`src/rtl/lab4_diff_ram.sv`:
```
// 16x5 difference RAM behind the lab4ROM lookup: writes store |romData - ramInput|,
// reads are registered, and a scan engine streams every entry out once per start pulse.
module lab4_diff_ram #(
  parameter int ADDR_W = 4,
  parameter int DATA_W = 5,
  parameter int DEPTH  = 16
) (
  input  logic              CLK,
  input  logic              RST,
  input  logic              mode,
  input  logic [ADDR_W-1:0] ramAddr,
  input  logic [DATA_W-1:0] ramInput,
  output logic [ADDR_W-1:0] romAddr,
  input  logic [DATA_W-1:0] romData,
  output logic [DATA_W-1:0] ramOutput,
  input  logic              start,
  output logic              busy,
  output logic              scanValid,
  output logic [ADDR_W-1:0] scanAddr,
  output logic [DATA_W-1:0] scanData
);

  typedef enum logic {IDLE, SCAN} state_t;

  state_t            state;
  logic [ADDR_W-1:0] ptr;
  logic [DATA_W-1:0] mem [DEPTH];
  logic              wr_en;

  // Larger operand minus the smaller, so the stored value never wraps.
  function automatic logic [DATA_W-1:0] abs_diff(input logic [DATA_W-1:0] a,
                                                 input logic [DATA_W-1:0] b);
    return (a >= b) ? (a - b) : (b - a);
  endfunction

  assign romAddr = ramAddr;
  // Writes are frozen during a scan so the streamed image is a consistent snapshot.
  assign wr_en   = !mode && !busy;

  always_ff @(posedge CLK) begin
    if (RST) begin
      for (int i = 0; i < DEPTH; i++) mem[i] <= '0;
    end else if (wr_en) begin
      mem[ramAddr] <= abs_diff(romData, ramInput);
    end
  end

  // Registered read port and scan sequencer
  always_ff @(posedge CLK) begin
    if (RST) begin
      state     <= IDLE;
      ptr       <= '0;
      busy      <= 1'b0;
      scanValid <= 1'b0;
      scanAddr  <= '0;
      scanData  <= '0;
      ramOutput <= '0;
    end else begin
      if (mode) ramOutput <= mem[ramAddr];
      case (state)
        IDLE: begin
          scanValid <= 1'b0;
          if (start) begin
            state <= SCAN;
            busy  <= 1'b1;
            ptr   <= '0;
          end
        end
        SCAN: begin
          scanValid <= 1'b1;
          scanAddr  <= ptr;
          scanData  <= mem[ptr];
          ptr       <= ptr + ADDR_W'(1);
          if (ptr == ADDR_W'(DEPTH - 1)) begin
            state <= IDLE;
            busy  <= 1'b0;
          end
        end
        default: begin
          state <= IDLE;
          busy  <= 1'b0;
        end
      endcase
    end
  end

endmodule
```
`config.mk`:
```
export PLATFORM = sky130hd
export DESIGN_NAME = lab4_diff_ram
export DESIGN_NICKNAME = d
export VERILOG_FILES = /design/src/rtl/lab4_diff_ram.sv
export SDC_FILE = /design/constraint.sdc
export NUM_CORES = 1
export LEC_CHECK = 0
export BUFFER_PORTS_ARGS = -buffer_cell sky130_fd_sc_hd__buf_4
export CORE_MARGIN = 8
export CORE_UTILIZATION = 61
export CTS_BUF_LIST = sky130_fd_sc_hd__clkbuf_4 sky130_fd_sc_hd__clkbuf_8 sky130_fd_sc_hd__clkbuf_16
export CTS_CLUSTER_DIAMETER = 100
export DETAILED_ROUTE_END_ITERATION = 8
export PLACE_DENSITY = 0.8
export SYNTH_ARGS = -nofsm -noshare
export SYNTH_HDL_FRONTEND = slang
export SYNTH_SLANG_ARGS = --single-unit
```
`constraint.sdc`:
```
create_clock -name CLK -period 2.1 [get_ports CLK]
set_input_delay 0 -clock CLK [delete_from_list [all_inputs] [get_ports CLK]]
set_output_delay 0 -clock CLK [all_outputs]
set_load 0.01 [all_outputs]
```
==> flow_summary.json <==
{
  "syn_to_final_growth_pct": 11.2,
  "crit_type": "reg -> reg",
  "cp_max_fo": 8,
  "synth_cell_types": 52,
  "clock-sinks": 101,
  "seq_area_frac_synth": 0.499,
  "cts_root_buf": "clkbuf_8",
  "max_cap_violations": 0,
  "clkLatencyLatePin_ns": 0.38,
  "muxShareOfSynthArea": 0.165,
  "finalSetupViolations": 0,
  "synth_compound_area_frac": 0.122,
  "io_pins": 38,
  "maxSlewViolCount": 0,
  "grt_pass1_wl_mm": 22.6,
  "synth-adder-area-share": 0.0292,
  "clkTransAtPathRegs_ns": 0.11,
  "pwr_density_cell_mw_per_mm2": 673,
  "core_mm2": 0.00911,
  "first_global_vias": 4224,
  "layout_common_cells": "edfxtp_1, nor2_1, buf_4, a21oi_1, mux2i_1",
  "via_count": 4210,
  "cts_buffers": 9,
  "wl_mm": 14.2,
  "synth_edf_count": 80,
  "ant_nets": 0,
  "holdPathStages": 3,
  "p_clk_frac": 0.273,
  "finalHoldViolCount": 0,
  "antenna_found_initial": 0,
  "avgViaCountPerCell": 6.56,
  "hold_start": "RST",
  "dr.pass1.iters": 5,
  "post-dp-hpwl_mm": 10.4,
  "synth_top_family_by_area": "multiplexers",
  "die_w_um": 112,
  "ys_seq_elements": 101,
  "power_frac_comb": 0.183,
  "r2r_end": "mem[4][2]$_SDFFCE_PN0P_",
  "portBuffers": 37,
  "crit_buf_inv": 1,
  "cp_slowest_cell": "dfxtp_1",
  "nets": 556,
  "startpoint_type": "register",
  "p_sw_frac": 0.288,
  "synthFlopType": "edfxtp_1",
  "drive_gt1_frac": 0.235,
  "gp_congestion": 0.872,
  "netlist_instances": 487,
  "synthSimpleGateAreaFrac": 0.132,
  "slowest_delay_ns": 0.39,
  "timing.slew.headroom": 0.670,
  "fillCellCount": 674,
  "seqPwrFrac": 0.543,
  "cts.htree.levels": 3,
  "synth_area_mm2": 0.00566,
  "cts.path.max_buffers": 2,
  "cp_top_family": "simple AND/OR/NAND/NOR gates",
  "synth_nets": 517,
  "start_util": 0.621,
  "gr-usage-all-layers": 0.231,
  "num_rows": 35,
  "grt_overflow_total": 0,
  "setup-tns-final_ns": 0,
  "endpoint_kind": "register",
  "n_antenna_cell": 0,
  "rsz0062_at_grt": "no",
  "drtIter0Drc": 430,
  "fin_worst_skew_ns": 0.0186,
  "synth_async_sr_flop_share": 0,
  "post-cts-setup-buffers": 0,
  "fin_total_pwr_mw": 4.24,
  "grt_start_max_net_pins": 38,
  "p_switching_mw": 1.22,
  "final_common_cell": "edfxtp_1",
  "r2r_start": "busy$_SDFFE_PP0P_",
  "fin_crit_ns": 1.77,
  "min_to": "scanAddr[3]$_SDFFE_PP0P_",
  "worstMarginPinSlew_ns": 0.495,
  "arrival_ns": 1.82,
  "die_area_mm2": 0.0126,
  "ff2ff_path_depth": 4,
  "ir_worst_vdd_mv": 0.337,
  "r2r_setup_slack_ns": 0.33,
  "synth_xor_area_frac": 0.00309,
  "post-route-drc-count": 0,
  "min_path_type": "in -> reg",
  "ys_warn_count": 0,
  "postSynthAreaPerCell_um2": 11.6,
  "p_int_mw": 3.02,
  "die_h_um": 112,
  "cp.required_ns": 2.15,
  "post-route-period-util": 0.841,
  "tritoncts": "done",
  "fmax_mhz": 566,
  "crit_start": "busy$_SDFFE_PP0P_",
  "path_cells": "nor4_2 > buf_4 > nand2_1 > nand2b_1",
  "wl_per_cell_um": 22.2,
  "status": "complete, no violations",
  "leakage_nw": 2.33
}
==> per-layer routing <==
| layer | track usage | vias to the layer above | share of wire |
|---|---|---|---|
| met4 | 0.106 | 0 | 0.030 |
| met3 | 0.0574 | 30 | 0.10 |
| li1 | - | 1895 | - |
| met1 | 0.292 | 2043 | 0.38 |
| met5 | 0 | - | 0 |
| met2 | 0.367 | 242 | 0.49 |
==> flip-flops by register name, summed over array words and instances, names as in the netlist <==
| signal | flops |
|---|---|
| mem | 80 |
| scanValid | 1 |
| ptr | 4 |
| state | 1 |
| busy | 1 |
| scanData | 5 |
| ramOutput | 5 |
| scanAddr | 4 |
==> tightest hold or removal path, cell delays in order <==
cell    delay (ns)
buf_4         0.13
buf_4         0.25
nor2_1        0.13
==> cell families after synthesis <==
family / Yosys count
and+or+nand+nor: 155
AOI/OAI and AO/OA: 103
DFF: 101
muxes: 63
buffers and inverters: 51
adders and majority gates: 12
xor gates and xnor gates: 2
==> area by class of cell <==
type | count | area (um2) | share of cell area
multi-input combinational | 335 | 2550 | 0.406
timing repair buffer | 66 | 551 | 0.0875
clock inverter | 6 | 46.3 | 0.00736
tap | 111 | 139 | 0.0221
inverter | 13 | 48.8 | 0.00775
sequential | 101 | 2820 | 0.449
clock buffer | 10 | 131 | 0.0209
==> cell usage after synthesis (all sizes together) (3+ instances only) <==
cell     n  area [um2]
buf     24         171
nor3b    5        37.5
o221ai   4        35.0
edfxtp  80        2400
a211oi   4        30.0
nand4    3        18.8
and2     3        18.8
o22ai   11        68.8
mux4    24         541
o21ai    7        46.3
nand3    6        30.0
nor3     4        20.0
a311oi   3        26.3
nor2b    7        51.3
inv     13        48.8
mux2     3        33.8
a21oi   47         273
mux2i   36         360
o211ai   3        27.5
dfxtp   21         420
nand2b  18         113
a31oi    6        37.5
nand2   23        86.3
clkbuf  14        62.6
ha      10         125
nor2    77         289
a22oi   11        82.6
==> how the worst max path moves through the flow <==
| stage | endpoint | slack [ns] | cells past startpoint |
|---|---|---|---|
| final | mem[4][2]$_SDFFCE_PN0P_ | 0.33 | 4 |
| after global routing | mem[4][2]$_SDFFCE_PN0P_ | 0.21 | 4 |
| after CTS | mem[4][1]$_SDFFCE_PN0P_ | 0.35 | 4 |
| after detailed placement | mem[1][2]$_SDFFCE_PN0P_ | 0.05 | 10 |
| after global placement | mem[4][2]$_SDFFCE_PN0P_ | 0.22 | 10 |
| after floorplan | mem[14][2]$_SDFFCE_PN0P_ | 0.27 | 9 |
==> what timing repair did <==
| item | in CTS | in global routing |
|---|---|---|
| gates resized for setup | 0 | 0 |
| hold endpoints to repair | 9 | 0 |
| hold buffers | 2 | 0 |
==> per-stage QoR <==
step           cell area, um2  setup slack (ns)  cells  hold slack, ns  utilization
3_3_place_gp             6100             0.217    624           0.300        0.669
2_1_floorplan            5660             0.266    487          0.0918            -
3_5_place_dp             6100            0.0476    624           0.329        0.669
5_1_grt                  6290             0.213    642           0.170        0.691
4_1_cts                  6290             0.353    642           0.145        0.691
6_report                 6290             0.334    642           0.152        0.691
==> power by group through the flow <==
stage	clock [mW]	sequential, mW	combinational [mW]
floorplan	0	2.33	0.519
finish	1.16	2.30	0.777
CTS	1.17	2.30	0.774
global placement	0	2.34	0.751
detailed placement	0	2.34	0.766
global route	1.23	2.31	0.830
Note: power is estimated with default switching activity, not from simulation.
